===== config.mk =====
export PLATFORM = sky130hd
export DESIGN_NAME = ipm_distributed_sync_fifo_v2_0
export DESIGN_NICKNAME = d
export VERILOG_FILES = /design/src/rtl/ipm_distributed_sync_fifo_v2_0.sv
export SDC_FILE = /design/constraint.sdc
export NUM_CORES = 1
export LEC_CHECK = 0
export BUFFER_PORTS_ARGS = -buffer_cell sky130_fd_sc_hd__buf_2
export CAP_MARGIN = 20
export CORE_ASPECT_RATIO = 2
export CORE_MARGIN = 1.5
export CORE_UTILIZATION = 30
export CTS_CLUSTER_SIZE = 20
export DETAILED_ROUTE_END_ITERATION = 8
export PLACE_DENSITY_LB_ADDON = 0.08
export SKIP_LAST_GASP = 1
export SLEW_MARGIN = 20
export SYNTH_ARGS = -nofsm -noshare
export SYNTH_HDL_FRONTEND = slang
export SYNTH_SLANG_ARGS = --single-unit

===== constraint.sdc =====
create_clock -name clk -period 3.4 [get_ports clk]
set_clock_uncertainty 0.1 [all_clocks]
set_input_delay 0.17 -clock clk [delete_from_list [all_inputs] [get_ports clk]]
set_output_delay 0.17 -clock clk [all_outputs]
set_load 0.005 [all_outputs]

===== src/rtl/ipm_distributed_sync_fifo_v2_0.sv =====
// ipm_distributed_sync_fifo_v2_0
// Single-clock FIFO on distributed RAM with standard or first-word-fall-through
// read, write-when-full with simultaneous read, synchronous flush and rd_valid.
// Optional sticky overflow/underflow flags: define IPM_DIST_FIFO_ERR_FLAG_EN.
module ipm_distributed_sync_fifo_v2_0 #(
    parameter int ADDR_WIDTH       = 5,
    parameter int DATA_WIDTH       = 32,
    parameter int FWFT             = 0,
    parameter int ALMOST_FULL_NUM  = 4,
    parameter int ALMOST_EMPTY_NUM = 4
) (
    input  logic                  clk,
    input  logic                  rst,
    input  logic                  flush,
    input  logic [DATA_WIDTH-1:0] wr_data,
    input  logic                  wr_en,
    output logic                  full,
    output logic                  almost_full,
    input  logic                  rd_en,
    output logic [DATA_WIDTH-1:0] rd_data,
    output logic                  rd_valid,
    output logic                  empty,
    output logic                  almost_empty,
    output logic [ADDR_WIDTH:0]   water_level,
    output logic                  overflow,
    output logic                  underflow,
    input  logic                  err_clr
);

    localparam int DEPTH = 1 << ADDR_WIDTH;
    localparam logic [ADDR_WIDTH:0]   CNT_DEPTH = (ADDR_WIDTH+1)'(DEPTH);
    localparam logic [ADDR_WIDTH:0]   CNT_AF    = (ADDR_WIDTH+1)'(DEPTH - ALMOST_FULL_NUM);
    localparam logic [ADDR_WIDTH:0]   CNT_AE    = (ADDR_WIDTH+1)'(ALMOST_EMPTY_NUM);
    localparam logic [ADDR_WIDTH:0]   CNT_ONE   = (ADDR_WIDTH+1)'(1);
    localparam logic [ADDR_WIDTH-1:0] PTR_ONE   = ADDR_WIDTH'(1);

    logic [DATA_WIDTH-1:0] mem [DEPTH];
    logic [ADDR_WIDTH-1:0] wr_ptr;
    logic [ADDR_WIDTH-1:0] rd_ptr;
    logic [ADDR_WIDTH:0]   count;
    logic                  rd_acc;
    logic                  wr_acc;

    // A write at full is only safe when a read frees the slot in the same cycle;
    // reads at empty never bypass a same-cycle write.
    assign rd_acc = rd_en & ~empty;
    assign wr_acc = wr_en & (~full | rd_en);

    // Status outputs are pure decodes of the registered count.
    assign full         = (count == CNT_DEPTH);
    assign empty        = (count == '0);
    assign almost_full  = (count >= CNT_AF);
    assign almost_empty = (count <= CNT_AE);
    assign water_level  = count;

    // Storage write port; no reset so it maps onto distributed RAM.
    always_ff @(posedge clk) begin
        if (!rst && !flush && wr_acc)
            mem[wr_ptr] <= wr_data;
    end

    // Pointers and occupancy; flush drops contents but keeps the RAM as is.
    always_ff @(posedge clk) begin
        if (rst || flush) begin
            wr_ptr <= '0;
            rd_ptr <= '0;
            count  <= '0;
        end else begin
            if (wr_acc) wr_ptr <= wr_ptr + PTR_ONE;
            if (rd_acc) rd_ptr <= rd_ptr + PTR_ONE;
            case ({wr_acc, rd_acc})
                2'b10:   count <= count + CNT_ONE;
                2'b01:   count <= count - CNT_ONE;
                default: count <= count;
            endcase
        end
    end

    generate
        if (FWFT == 0) begin : g_std
            // Registered read: one-cycle latency, rd_data holds between reads.
            always_ff @(posedge clk) begin
                if (rst) begin
                    rd_data  <= '0;
                    rd_valid <= 1'b0;
                end else if (flush) begin
                    rd_valid <= 1'b0;
                end else begin
                    rd_valid <= rd_acc;
                    if (rd_acc)
                        rd_data <= mem[rd_ptr];
                end
            end
        end else begin : g_fwft
            // Head word is shown directly; zero while nothing is stored.
            assign rd_data  = empty ? '0 : mem[rd_ptr];
            assign rd_valid = ~empty;
        end
    endgenerate

`ifdef IPM_DIST_FIFO_ERR_FLAG_EN
    // Sticky error flags; a new refusal wins over a same-cycle clear.
    always_ff @(posedge clk) begin
        if (rst) begin
            overflow  <= 1'b0;
            underflow <= 1'b0;
        end else begin
            if (wr_en && !wr_acc && !flush) overflow <= 1'b1;
            else if (err_clr)               overflow <= 1'b0;
            if (rd_en && empty && !flush)   underflow <= 1'b1;
            else if (err_clr)               underflow <= 1'b0;
        end
    end
`else
    logic unused_err_clr;
    assign unused_err_clr = err_clr;
    assign overflow       = 1'b0;
    assign underflow      = 1'b0;
`endif

endmodule


Word level (Yosys, flattened, before mapping)
Memory sizes are Yosys's and may differ from the RTL's. A register that Yosys moved wholly into a read port is not among the register bits.
Cells that the tools add are included.
{"block": "classes", "bitwise": 6, "reduce_logical": 9, "mux": 3, "shifts": 0, "addsub": 4, "n_div": 0, "n_mul": 0, "order_cmp": 2, "n_eq_ne": 3}
{"operator": "$pmux 6 s2", "count": 1}
{"operator": "$add 5x1->5 const B", "count": 2}
{"operator": "$add 6x1->6 const B", "count": 1}
{"operator": "$eq 6x6->1 const B", "count": 1}
{"operator": "$ge 6x5->1 const B", "count": 1}
{"operator": "$le 6x3->1 const B", "count": 1}
{"operator": "$logic_not 6->1", "count": 1}
{"operator": "$sub 6x1->6 const B", "count": 1}
{"operator": "$not 1->1", "count": 3}
{"operator": "$and 1x1->1", "count": 2}
{"operator": "$eq 2x1->1 const B", "count": 1}
{"operator": "$eq 2x2->1 const B", "count": 1}
{"operator": "$logic_and 1x1->1", "count": 2}
{"operator": "$logic_not 1->1", "count": 2}
{"operator": "$mux 1", "count": 2}
{"operator": "$reduce_and 2->1", "count": 1}
{"operator": "$reduce_bool 2->1", "count": 1}
{"operator": "$reduce_or 2->1", "count": 1}
{"operator": "$logic_or 1x1->1", "count": 1}
{"operator": "$or 1x1->1", "count": 1}
{"block": "totals", "romBits": 0, "output_inout_bits": 45, "ff_bits": 17, "ramBits": 1024, "n_memories": 1, "latchBits": 0}
{"memory": "mem", "depth": 32, "word_bits": 32, "read_ports": 1, "rd_clocked_by_memory_dff": 1, "wr": 1, "line_no": "37", "source": "logic [DATA_WIDTH-1:0] mem [DEPTH];"}

Longest topological paths before layout
Gate-level depths: netlist (run 1).
{"block": "depth", "word_depth": 7, "mapped_depth": 11}

Worst setup path before layout (run 1)
No wires, ideal clock.
{"block": "synth_timing", "path_kind": "register -> register", "from": "register count[1], in the netlist water_level[1]", "to": "register count[5], in the netlist water_level[5]", "stages_incl_launch_ff": 11, "period_less_slack_ps": 3199, "slack_ps": 201, "arrival_ps": 2975, "setup_time_ps": 124, "cell_sequence": "dfxtp_1 > or4_4 > o31a_1 > buf_6 > ha_1 > ha_1 > or4b_2 > a311o_1 > o211ai_1 > xnor2_1 > nor2_1"}
{"block": "synth_via", "elab_cells_between_ends": 13, "classes_between": "add/sub: 2; eq/ne: 3; mux: 1; bitwise: 5; reduce/logical: 2"}
{"element": "from (decl)", "line_no": "40", "source": "logic [ADDR_WIDTH:0] count;"}
{"element": "from (signal assigned)", "line_no": "72", "source": "2'b10: count <= count + CNT_ONE;"}
{"element": "from (signal assigned)", "line_no": "73", "source": "2'b01: count <= count - CNT_ONE;"}
{"element": "from (signal assigned)", "line_no": "74", "source": "default: count <= count;"}
{"element": "$logic_not 6->1 (*)", "line_no": "51", "source": "assign empty = (count == '0);"}
{"element": "$not 1->1 (*)", "line_no": "46", "source": "assign rd_acc = rd_en & ~empty;"}
{"element": "$and 1x1->1 (*)", "line_no": "46"}
{"element": "via rd_acc", "line_no": "41", "source": "logic rd_acc;"}
{"element": "$eq 2x1->1 / $eq 2x2->1 (equally long branches)", "line_no": "71", "source": "case ({wr_acc, rd_acc})"}
{"element": "$pmux 6 s2 / $reduce_bool 2->1 (equally long branches)"}
Mark *: on every way through the listed nets, which the timed path passes. The rest lies on a longest branch.
A chain may end at the register's enable or synchronous reset.

Worst setup path after layout (run 1)
{"block": "layout_timing", "from": "register count[2], in the netlist water_level[2]", "to": "register count[4], in the netlist water_level[4]"}
{"block": "layout_via", "elab_chain_len": 6, "elab_cells_between_ends": 13, "classes_between": "add/sub: 2; eq/ne: 3; mux: 1; bitwise: 5; reduce/logical: 2"}
{"element": "$eq 6x6->1", "line_no": "50", "source": "assign full = (count == CNT_DEPTH);"}
{"element": "$not 1->1", "line_no": "47", "source": "assign wr_acc = wr_en & (~full | rd_en);"}
{"element": "$or 1x1->1", "line_no": "47"}
{"element": "$and 1x1->1", "line_no": "47"}
{"element": "$eq 2x1->1 / $eq 2x2->1 (equally long branches)", "line_no": "71"}
{"element": "$pmux 6 s2 / $reduce_bool 2->1 (equally long branches)"}
Parallel ways exist; a longest one is shown, timed or not.

==> metrics.md, run 1 <==
| Metric | Value |
|---|---|
| Worst-path cell chain | `or4_4, o41ai_4, ha_2, buf_4, ha_1, nor2b_1, o21a_1, o21ai_0, or3b_2, a21oi_1` |
| # fillers | `12600` |
| Gr usage total | `18.5%` |
| GRT Residual Overflow | `0` |
| Layout area overhead | `18.5%` |
| Synth Register Bits | `1073` |
| Status | `finished, final reports clean` |
| Post-Route WL | `128000 um` |
| Storage cell area | `0.0317 mm2` |
| Initial drt markers | `1313` |
| Final Cycle Share | `94.9%` |
| CP Buf/Inv Count | `1` |
| CP required | `3930 ps` |
| Main synth FF type | `edfxtp_1` |
| Total die area | `0.139 mm2` |
| H-tree Lvls | `3` |
| Via count | `20600` |
| Crit path launch type | `register` |
| Post-Synth Simple-Gate Area | `1.95%` |
| CTS tree | `done` |
| Die width | `264 um` |
| Final setup viols | `0` |
| Leak | `14.7 nW` |
| Number of synthesized flops with an enable pin | `1024` |
| Min Tclk post-route | `3220 ps` |
| Area leader, netlist | `edfxtp_1` |
| Max stage delay on crit path | `570 ps` |
| CTS max path bufs | `3` |
| Syn. warnings | `0` |
| Max_slew headroom | `28.5%` |
| Synth Area in XOR/XNOR | `0.193%` |
| Area of the multi-input gates | `0.00879 mm2` |
| Mux cell area share after synthesis | `13.6%` |
| Mean routed wirelength per cell | `31.4 um` |
| Remaining antenna violation count | `0` |
| Main combinational cell family by area after synthesis | `multiplexers` |
| DP HPWL | `75700 um` |
| First-pass GRT wire length | `178000 um` |
| Vias in the first global route | `22200` |
| Postcts setup bufs | `0` |
| Ranking of synthesized cells by area | `edfxtp_1, mux4_2, mux2i_1, dfxtp_1, nor2_1` |
| HP Class | `input port to register` |
| Most common cell after layout, fill and taps aside | `edfxtp_1` |
| Post-route non-filler standard cell count | `4075` |
| Crit path max fanout | `6` |
| Commonest cells after routing, fill and taps aside | `edfxtp_1, mux2i_1, mux4_2` |
| Inst Count DP | `3850` |
| # Max-Cap Violations | `0` |
| Pin count of the biggest net entering global routing | `40` |
| Syn avg cell area | `20.3 um2` |
| Actual slew at the worst max-slew pin | `1070 ps` |
| Compound-gate portion of the synthesized area | `4.71%` |
| Post-synthesis adder-cell area fraction | `0.355%` |
| RSZ-0062 raised after global routing | `false` |
| Fraction of layout cells with a size suffix above 1 | `25.1%` |
| Remaining design rule violation count | `0` |
| DR pass1 iterations | `5` |
| Synth top area share | `75.2%` |
| Fmax | `310 MHz` |
| Core box area | `0.135 mm2` |
| Rows | `191` |
| Nets | `2301` |
| Cells after Synth | `2014` |
| Avg Vias per Cell | `5.07` |
| CP Class | `register to register` |
| Port Buf Inserts | `79` |
| Synth Cell Area | `0.0409 mm2` |
| Setup TNS Final | `0 ps` |
| CP endpoint kind | `register` |
| Fraction of registers with async set/reset | `0%` |
| Final Hold Viols | `0` |
| Max rail drop VDD | `0.380 mV` |
| GPL Wtd Cong | `0.772` |
| PwrDens | `559 mW/mm2` |
| Initial antenna violation count | `5` |
| CP delay by family, top | `simple AND/OR/NAND/NOR gates` |
| Latest clock arrival within the worst-skew pair | `690 ps` |
| Register area share after synthesis | `77.6%` |
| CTS Buf Count | `101` |
| Unique masters post-synth | `53` |
| CP Data Arrival Time | `3750 ps` |
| Pins Over Slew Limit | `0` |
| I/O pin cnt | `83` |
| Die Ht | `525 um` |
| Slowest-stage cell, CP | `or4_4` |
| # clock sinks | `1073` |
| Initial core utilization | `30.2%` |
| Root buffer cell | `clkbuf_16` |
| Clock-pin slew of the registers on the worst-case setup and hold paths | `60 ps` |
stage by stage:
stage	hold WS, ps	setup WS, ps	power (mW)	util (%)	area, um2
final	70.8	175	27.1	35.8	48400
after global routing	67.2	4.44	27.9	35.8	48400
after CTS	19.3	157	27.4	35.8	48400
after detailed placement	350	162	15.5	33.0	44700
after global placement	349	91.4	15.5	33.0	44600
after floorplan	169	201	15.1	-	40900
synthesized netlist by cell type (22+ instances only):
master	instances
a22oi_1	31
nor2_1	98
o21ai_0	26
mux2i_1	192
a21oi_1	22
edfxtp_1	1024
o22ai_1	48
clkbuf_1	56
dfxtp_1	49
mux4_2	161
a22o_1	32
buf_2	36
nand2_1	45
per-layer routing:
| metal | GRT usage [%] | wire length [um] | share of wire (%) | vias up |
|---|---|---|---|---|
| li1 | - | - | - | 8817 |
| met3 | 2.14 | 3720 | 2.9 | 134 |
| met2 | 35.9 | 72400 | 57 | 411 |
| met1 | 21.2 | 49100 | 38 | 11300 |
| met5 | 0 | 0 | 0 | - |
| met4 | 4.83 | 2760 | 2.2 | 0 |
tightest hold or removal path, cell delays in order:
cell and delay, ps:
buf_2 120, or2_2 190, buf_4 270, nor2_1 70
registers in the layout, indices dropped and copies added, names as in the netlist:
register,count
rd_valid,1
rd_data,32
water_level,6
rd_ptr,5
wr_ptr,5
mem,1024
power by group:
| part | switching, mW | internal (mW) | total [mW] |
|---|---|---|---|
| Clock | 5.04 | 6.76 | 11.8 |
| Combinational | 0.468 | 0.287 | 0.755 |
| Sequential | 0.0263 | 14.5 | 14.5 |
| Total | 5.54 | 21.5 | 27.1 |
layout make-up:
cell class / instances / share of cell area [%]
well taps: 1737 / 4.49
inverters: 9 / 0.0697
diodes: 1 / 0.00517
clock inverters: 61 / 1.33
flip-flops and latches: 1073 / 65.5
multi-input cells: 814 / 18.2
clock buffers: 127 / 5.72
repair buffers: 253 / 4.70
kinds of logic after synthesis:
kind of cell | Yosys count
AO/OA/AOI/OAI | 259
XOR/XNOR | 9
adder cells (fa/ha/maj) | 11
buffers and inverters | 128
flip-flops | 1073
multiplexers | 353
other | 1
AND/OR/NAND/NOR | 180
worst paths after layout:
kind / startpoint / end / slack, ps / cells past startpoint
worst min-delay path: flush / rd_ptr[4]$_SDFFE_PP0P_ / 70 / 4
worst min register to register: rd_data[7]$_SDFFE_PP0P_ / rd_data[7]$_SDFFE_PP0P_ / 370 / 2
worst max-delay path: water_level[2]$_SDFFE_PP0P_ / water_level[4]$_SDFFE_PP0P_ / 180 / 10
worst max register to register: water_level[2]$_SDFFE_PP0P_ / water_level[4]$_SDFFE_PP0P_ / 180 / 10
repair_timing:
action,CTS,global route
endpoints found under the setup margin,0,1
hold endpoints to repair,1045,0
gates resized for setup,0,1
hold buffers,36,0
Note: power is estimated with default switching activity, not from simulation.
==> run 2: changes to the inputs <==
--- a/config.mk
+++ b/config.mk
@@ -5,6 +5,7 @@
 export SDC_FILE = /design/constraint.sdc
 export NUM_CORES = 1
 export LEC_CHECK = 0
+export ABC_AREA = 1
 export BUFFER_PORTS_ARGS = -buffer_cell sky130_fd_sc_hd__buf_2
 export CAP_MARGIN = 20
 export CORE_ASPECT_RATIO = 2
==> run 2 against run 1 <==
Against the previous run: sequential share of layout area is 4.6 points lower; critical path depth is 2 higher; maximum frequency is 19% higher; sequential power hardly changed; synthesized cell count is 110% higher.
==> metrics.md, run 2 <==
| Metric | Value |
|---|---|
| Final setup viols | `0 (unchanged)` |
| Worst Hold Launch | `rd_en (was flush)` |
| Area leader, netlist | `edfxtp_1 (unchanged)` |
| GRT Residual Overflow | `0 (unchanged)` |
| Fraction of registers with async set/reset | `0% (unchanged)` |
| Max_slew headroom | `35.0% (was 28.5%)` |
| Met2 Usage GRT | `36.9% (was 35.9%)` |
| DP HPWL | `79700 um (was 75700 um)` |
| Initial core utilization | `30.2% (about the same)` |
| # clock sinks | `1073 (unchanged)` |
| CP Data Arrival Time | `3210 ps (was 3750 ps)` |
| Critical R2R Capture | `water_level[4]$_SDFFE_PP0P_ (unchanged)` |
| Initial drt markers | `1825 (was 1313)` |
| Remaining design rule violation count | `0 (unchanged)` |
| Via count | `29500 (was 20600)` |
| Ranking of synthesized cells by area | `edfxtp_1, nand2_1, nand3_1, inv_1, dfxtp_1 (was edfxtp_1, mux4_2, mux2i_1, dfxtp_1, nor2_1)` |
| Total die area | `0.152 mm2 (was 0.139 mm2)` |
| Postcts setup bufs | `0 (unchanged)` |
| Avg Vias per Cell | `4.67 (was 5.07)` |
| Number of synthesized flops with an enable pin | `1024 (unchanged)` |
| Compound-gate portion of the synthesized area | `1.76% (was 4.71%)` |
| Core box area | `0.148 mm2 (was 0.135 mm2)` |
| First-pass GRT wire length | `210000 um (was 178000 um)` |
| CTS Buf Count | `105 (was 101)` |
| RSZ-0062 raised after global routing | `false (unchanged)` |
| CP required | `3900 ps (was 3930 ps)` |
| Unique masters post-synth | `30 (was 53)` |
| DR pass1 iterations | `5 (unchanged)` |
| Most common cell after layout, fill and taps aside | `nand2_1 (was edfxtp_1)` |
| H-tree Lvls | `3 (unchanged)` |
| Worst hold stages | `4 (unchanged)` |
| Commonest cells after routing, fill and taps aside | `nand2_1, edfxtp_1, nand3_1 (was edfxtp_1, mux2i_1, mux4_2)` |
| Final Cycle Share | `80.0% (was 94.9%)` |
| Layout area overhead | `16.2% (was 18.5%)` |
| Fmax | `368 MHz (was 310 MHz)` |
| Final Hold Viols | `0 (unchanged)` |
| Crit path launch type | `register (unchanged)` |
| Initial antenna violation count | `6 (was 5)` |
| Pins Over Slew Limit | `0 (unchanged)` |
| Post-CTS Resized | `0 (unchanged)` |
| Root buffer cell | `clkbuf_16 (unchanged)` |
| CP Class | `register to register (unchanged)` |
| Gr busiest metal | `met2 (unchanged)` |
| Post-Route WL | `146000 um (was 128000 um)` |
| Max reg flops | `1024 (unchanged)` |
| CTS tree | `done (unchanged)` |
| Crit path max fanout | `8 (was 6)` |
| Clock-pin slew of the registers on the worst-case setup and hold paths | `70 ps (was 60 ps)` |
| Vias in the first global route | `29200 (was 22200)` |
| R2R setup slack | `680 ps (was 180 ps)` |
| Cells after Synth | `4185 (was 2014)` |
| Min Tclk post-route | `2720 ps (was 3220 ps)` |
| Area of the multi-input gates | `0.0106 mm2 (was 0.00879 mm2)` |
| Register area share after synthesis | `70.8% (was 77.6%)` |
| Setup TNS Final | `0 ps (unchanged)` |
| Met3 Resource Use GR | `1.86% (was 2.14%)` |
| Actual slew at the worst max-slew pin | `975 ps (was 1070 ps)` |
| Max rail drop VDD | `0.433 mV (was 0.380 mV)` |
| Worst r2r path cells | `12 (was 10)` |
| Leak | `20.1 nW (was 14.7 nW)` |
| Die width | `276 um (was 264 um)` |
| Storage cell area | `0.0317 mm2 (unchanged)` |
| GPL Wtd Cong | `0.748 (was 0.772)` |
| Top-count cell post-synth | `nand2_1 (was edfxtp_1)` |
| Synth top cells by count | `nand2_1, edfxtp_1, nand3_1, inv_1, nor2_1 (was edfxtp_1, mux2i_1, mux4_2, nor2_1, clkbuf_1)` |
| Latest clock arrival within the worst-skew pair | `700 ps (was 690 ps)` |
| Hold path endpoint | `rd_ptr[1]$_SDFFE_PP0P_ (was rd_ptr[4]$_SDFFE_PP0P_)` |
| Syn avg cell area | `10.7 um2 (was 20.3 um2)` |
| Post-synthesis adder-cell area fraction | `0.324% (was 0.355%)` |
| Synth Register Bits | `1073 (unchanged)` |
| CTS max path bufs | `3 (unchanged)` |
| CP endpoint kind | `register (unchanged)` |
| Synth Area in XOR/XNOR | `0.117% (was 0.193%)` |
| Status | `finished, final reports clean (unchanged)` |
| # Max-Cap Violations | `0 (unchanged)` |
| Fraction of layout cells with a size suffix above 1 | `9.26% (was 25.1%)` |
| Gr usage total | `19.2% (was 18.5%)` |
| Port Buf Inserts | `79 (unchanged)` |
| Nets | `4357 (was 2301)` |
| Total Power | `28.2 mW (was 27.1 mW)` |
| Pin count of the biggest net entering global routing | `129 (was 40)` |
| Mean routed wirelength per cell | `23.1 um (was 31.4 um)` |
| Main combinational cell family by area after synthesis | `simple AND/OR/NAND/NOR gates (was multiplexers)` |
| Syn. warnings | `0 (unchanged)` |
| Remaining antenna violation count | `0 (unchanged)` |
| GR Layer Usage met1 | `22.6% (was 21.2%)` |
| Main synth FF type | `edfxtp_1 (unchanged)` |
| Mux cell area share after synthesis | `0% (was 13.6%)` |
| PwrDens | `541 mW/mm2 (was 559 mW/mm2)` |
| Synth top area share | `68.6% (was 75.2%)` |
| Rows | `200 (was 191)` |
| Synth Cell Area | `0.0448 mm2 (was 0.0409 mm2)` |
| # fillers | `14800 (was 12600)` |
| Worst flop-to-flop path startpoint | `water_level[0]$_SDFFE_PP0P_ (was water_level[2]$_SDFFE_PP0P_)` |
| Post-Synth Simple-Gate Area | `20.8% (was 1.95%)` |
| HP Class | `input port to register (unchanged)` |
| Die Ht | `550 um (was 525 um)` |
| Biggest register | `mem (unchanged)` |
| I/O pin cnt | `83 (unchanged)` |
run 2: cell count changes after synthesis, sizes merged, moves of 83 or more:
cell,change
a21oi,+87
buf,+83
inv,+437
mux2i,-192
mux4,-161
nand2,+1360
nand3,+611
nor2,+141
run 2: layout make-up:
cell class / count / share of cell area [%]
clock inverters: 58 / 0.985
clock buffers: 137 / 5.51
repair buffers: 239 / 4.42
multi-input cells: 2443 / 20.3
flip-flops and latches: 1073 / 60.9
diodes: 1 / 0.00480
well taps: 1919 / 4.61
inverters: 446 / 3.25
run 2: worst max-delay path: stages, from the launching register on:
cell	delay [ps]
dfxtp_1	350
inv_2	100
nand2_1	100
nor3_2	190
nand4_1	110
nand2_1	240
ha_1	370
inv_1	90
fa_1	410
o21ai_0	230
xor2_1	110
o21ai_0	150
inv_1	50
run 2: power by group:
group	internal [mW]	switching [mW]	leakage [nW]
combinational	0.531	1.36	8.82
sequential	14.5	0.0575	9.61
clock	6.49	5.22	1.66
total	21.5	6.65	20.1
run 2: metrics by stage:
step                std cells  hold slack (ps)  cell area, um2  util, %  worst slack [ps]
floorplan                4186              169           44800        -               334
global placement         6082              356           48300     32.6               563
detailed placement       6082              354           48300     32.6               633
CTS                      6315              250           52100     35.1               612
global route             6316              346           52100     35.1               376
finish                   6316              305           52100     35.1               681
run 2: worst max-delay path by stage:
stage,cells after the start,to,slack (ps),startpoint
floorplan,8,mem[0][0]$_DFFE_PP_,330,water_level[1]$_SDFFE_PP0P_
global placement,12,water_level[4]$_SDFFE_PP0P_,560,water_level[0]$_SDFFE_PP0P_
detailed placement,12,water_level[4]$_SDFFE_PP0P_,630,water_level[0]$_SDFFE_PP0P_
CTS,12,water_level[4]$_SDFFE_PP0P_,610,water_level[0]$_SDFFE_PP0P_
global route,12,water_level[4]$_SDFFE_PP0P_,380,water_level[1]$_SDFFE_PP0P_
finish,12,water_level[4]$_SDFFE_PP0P_,680,water_level[0]$_SDFFE_PP0P_
run 2: per-layer routing:
metal	part of all wire (%)	vias to the layer above	routed length (um)
met5	0.027	-	40
met4	2.0	6	2950
met3	2.7	163	3970
met2	54	458	79300
met1	41	14700	59800
li1	-	14100	-
run 2: cell families after synthesis:
kind of cell	Yosys count
DFF	1073
AOI/OAI and AO/OA	156
other	1
xor gates and xnor gates	6
adders and majority gates	11
and+or+nand+nor	2268
buffers and inverters	670
run 2: timing repair:
item	4_1_cts	5_1_grt
endpoints found under the setup margin	0	0
endpoints found under the hold margin	1040	0
hold buffers	38	0
==> run 3: changes to the inputs <==
--- a/config.mk
+++ b/config.mk
@@ -5,7 +5,7 @@
 export SDC_FILE = /design/constraint.sdc
 export NUM_CORES = 1
 export LEC_CHECK = 0
-export ABC_AREA = 1
+export ABC_AREA = 0
 export BUFFER_PORTS_ARGS = -buffer_cell sky130_fd_sc_hd__buf_2
 export CAP_MARGIN = 20
 export CORE_ASPECT_RATIO = 2
==> constraint.sdc (replaced) <==
create_clock -name clk -period 2.3 [get_ports clk]
set_clock_uncertainty 0.1 [all_clocks]
set_input_delay 0.115 -clock clk [delete_from_list [all_inputs] [get_ports clk]]
set_output_delay 0.115 -clock clk [all_outputs]
set_load 0.005 [all_outputs]
==> run 3 against run 2 <==
Against the previous run: register-to-register slack worse by 1300 ps; non-clock buffer count up 323; sequential share of layout area fell by 1.9 points; the run now ends with setup timing left; global-route usage rose by 1.6 points; cell count shrank 31%; utilization grew 4.7 points; sequential power rose by 47%; maximum frequency is 7.1% lower; total power increased by 45%; highest routed layer is now met4; clock-buffer cell count down 14.
==> metrics.md, run 3 (synthesis gave the netlist of run 1 again) <==
| Metric | Value |
|---|---|
| Min Tclk post-route | `2930 ps (was 2720 ps)` |
| Pin count of the biggest net entering global routing | `33 (was 129)` |
| Worst flop-to-flop path startpoint | `water_level[4]$_SDFFE_PP0P_ (was water_level[0]$_SDFFE_PP0P_)` |
| Setup TNS Final | `-249540 ps (was 0 ps)` |
| CP Class | `register to register (unchanged)` |
| Gr usage total | `20.8% (was 19.2%)` |
| Latest clock arrival within the worst-skew pair | `730 ps (was 700 ps)` |
| First-pass GRT wire length | `198000 um (was 210000 um)` |
| CP endpoint kind | `register (unchanged)` |
| Max stage delay on crit path | `550 ps (was 410 ps)` |
| Final Hold Viols | `0 (unchanged)` |
| DR pass1 iterations | `5 (unchanged)` |
| # fillers | `12200 (was 14800)` |
| H-tree Lvls | `3 (unchanged)` |
| GR Layer Usage met1 | `22.2% (was 22.6%)` |
| RSZ-0062 raised after global routing | `true (was false)` |
| Mean routed wirelength per cell | `32.7 um (was 23.1 um)` |
| Total Power | `40.7 mW (was 28.2 mW)` |
| Remaining design rule violation count | `0 (unchanged)` |
| Die Ht | `525 um (was 550 um)` |
| Avg Vias per Cell | `5.04 (was 4.67)` |
| Actual slew at the worst max-slew pin | `700 ps (was 975 ps)` |
| Clock-pin slew of the registers on the worst-case setup and hold paths | `60 ps (was 70 ps)` |
| Worst-path cell chain | `or4_4, o31a_1, ha_4, ha_4, or4b_4, a311o_1, o211ai_1, xnor2_1, nor2_1 (was inv_2, nand2_1, nor3_2, nand4_1, nand2_1, ha_1, inv_1, fa_1, o21ai_0, xor2_1, o21ai_0, inv_1)` |
| # Max-Cap Violations | `0 (unchanged)` |
| Pins Over Slew Limit | `0 (unchanged)` |
| Rows | `191 (was 200)` |
| Crit path max fanout | `8 (unchanged)` |
| Crit-path most repeated cell | `ha_4` |
| Die width | `264 um (was 276 um)` |
| Area after DPL | `0.0468 mm2 (was 0.0483 mm2)` |
| Layout area overhead | `31.6% (was 16.2%)` |
| Slowest-stage cell, CP | `or4_4 (was fa_1)` |
| Crit path launch type | `register (unchanged)` |
| Initial core utilization | `30.2% (about the same)` |
| Worst Hold Launch | `wr_data[12] (was rd_en)` |
| CP Buf/Inv Count | `0 (was 3)` |
| Max rail drop VDD | `0.588 mV (was 0.433 mV)` |
| GRT Residual Overflow | `0 (unchanged)` |
| CTS tree | `done (unchanged)` |
| Initial antenna violation count | `5 (was 6)` |
| CTS max path bufs | `3 (unchanged)` |
| Fraction of layout cells with a size suffix above 1 | `35.5% (was 9.26%)` |
| Remaining antenna violation count | `0 (unchanged)` |
| CTS Buf Count | `100 (was 105)` |
| Leak | `17.1 nW (was 20.1 nW)` |
| HP Class | `input port to register (unchanged)` |
| Total die area | `0.139 mm2 (was 0.152 mm2)` |
| Post-route non-filler standard cell count | `4386 (was 6316)` |
| CP Data Arrival Time | `3420 ps (was 3210 ps)` |
| Post-Route WL | `143000 um (was 146000 um)` |
| Final setup viols | `1028 (was 0)` |
| Final Cycle Share | `127% (was 80.0%)` |
| DP HPWL | `89800 um (was 79700 um)` |
| # clock sinks | `1073 (unchanged)` |
| CP delay by family, top | `simple AND/OR/NAND/NOR gates (was adder cells)` |
| Commonest cells after routing, fill and taps aside | `edfxtp_1, buf_4, mux2i_1 (was nand2_1, edfxtp_1, nand3_1)` |
| Hold Slack | `367 ps (was 305 ps)` |
| Core box area | `0.135 mm2 (was 0.148 mm2)` |
| Initial drt markers | `1430 (was 1825)` |
| Max_slew headroom | `53.3% (was 35.0%)` |
| I/O pin cnt | `83 (unchanged)` |
| Status | `finished with violations (was finished, final reports clean)` |
| Met3 Resource Use GR | `2.15% (was 1.86%)` |
| Inst Count DP | `4030 (was 6082)` |
| Crit path launch | `water_level[4]$_SDFFE_PP0P_ (was water_level[0]$_SDFFE_PP0P_)` |
| Vias in the first global route | `24000 (was 29200)` |
| Max reg flops | `1024 (unchanged)` |
| Fmax | `342 MHz (was 368 MHz)` |
| CP required | `2790 ps (was 3900 ps)` |
| Most common cell after layout, fill and taps aside | `edfxtp_1 (was nand2_1)` |
| Root buffer cell | `clkbuf_16 (unchanged)` |
| Violations in the final reports | `setup timing` |
| Biggest register | `mem (unchanged)` |
| Nets | `2609 (was 4357)` |
| Design area | `0.0538 mm2 (was 0.0521 mm2)` |
| Gr busiest metal | `met2 (unchanged)` |
| Port Buf Inserts | `79 (unchanged)` |
| GPL Wtd Cong | `0.787 (was 0.748)` |
| Met2 Usage GRT | `41.5% (was 36.9%)` |
| Via count | `22100 (was 29500)` |
| PwrDens | `757 mW/mm2 (was 541 mW/mm2)` |
| Worst Slack Setup Final | `-628 ps (was 681 ps)` |
-- run 3: cell types whose count changed in the layout (fill, tap and decap cells not counted), sizes merged, moves of 17 or more --
cell	delta
a22oi	+31
buf	+316
mux2i	+192
a22o	+32
o22ai	+48
nand3	-611
a21oi	-87
o41ai	+17
mux4	+161
nor2	-141
nand2	-1360
inv	-435
-- run 3: where the power goes --
part	internal, mW	switching (mW)	total, mW
Sequential	21.4	0.0347	21.4
Clock	10.2	7.60	17.8
Combinational	0.626	0.843	1.47
Total	32.2	8.47	40.7
-- run 3: per-layer routing --
layer	vias up	part of all wire, %
li1	9468	-
met2	439	58
met1	12100	36
met3	164	2.6
met4	0	3.6
met5	-	0
-- run 3: stage by stage --
step | worst slack, ps | util (%)
after floorplan | -721 | -
after global placement | -1000 | 34.6
after detailed placement | -713 | 34.6
after CTS | -584 | 39.7
after global routing | -690 | 39.8
final | -628 | 39.8
-- run 3: repair_timing --
| item | in CTS | in global routing |
|---|---|---|
| cloned | 44 | 0 |
| pin swaps | 47 | 5 |
| hold buffers | 36 | 0 |
| setup buffers | 93 | 2 |
| hold endpoints to repair | 1041 | 0 |
| setup endpoints to repair | 1062 | 1064 |
| gates resized for setup | 209 | 8 |
-- run 3: cell type report --
class / instances / area (um2) / share of cell area, %
flip-flops and latches: 1073 / 31700 / 59.0
repair buffers: 562 / 7110 / 13.2
well taps: 1737 / 2170 / 4.04
inverters: 9 / 33.8 / 0.0628
clock inverters: 65 / 732 / 1.36
clock buffers: 123 / 2750 / 5.12
multi-input cells: 814 / 9240 / 17.2
diodes: 3 / 7.51 / 0.0140
-- run 3: path summary, 6_finish.rpt --
path                                               endpoint  slack, ps  cells past startpoint
worst max-delay path            water_level[5]$_SDFFE_PP0P_       -630                      9
worst max register to register  water_level[5]$_SDFFE_PP0P_       -630                      9
worst min-delay path                   mem[9][12]$_DFFE_PP_        370                      2
worst min register to register     rd_data[16]$_SDFFE_PP0P_        370                      2
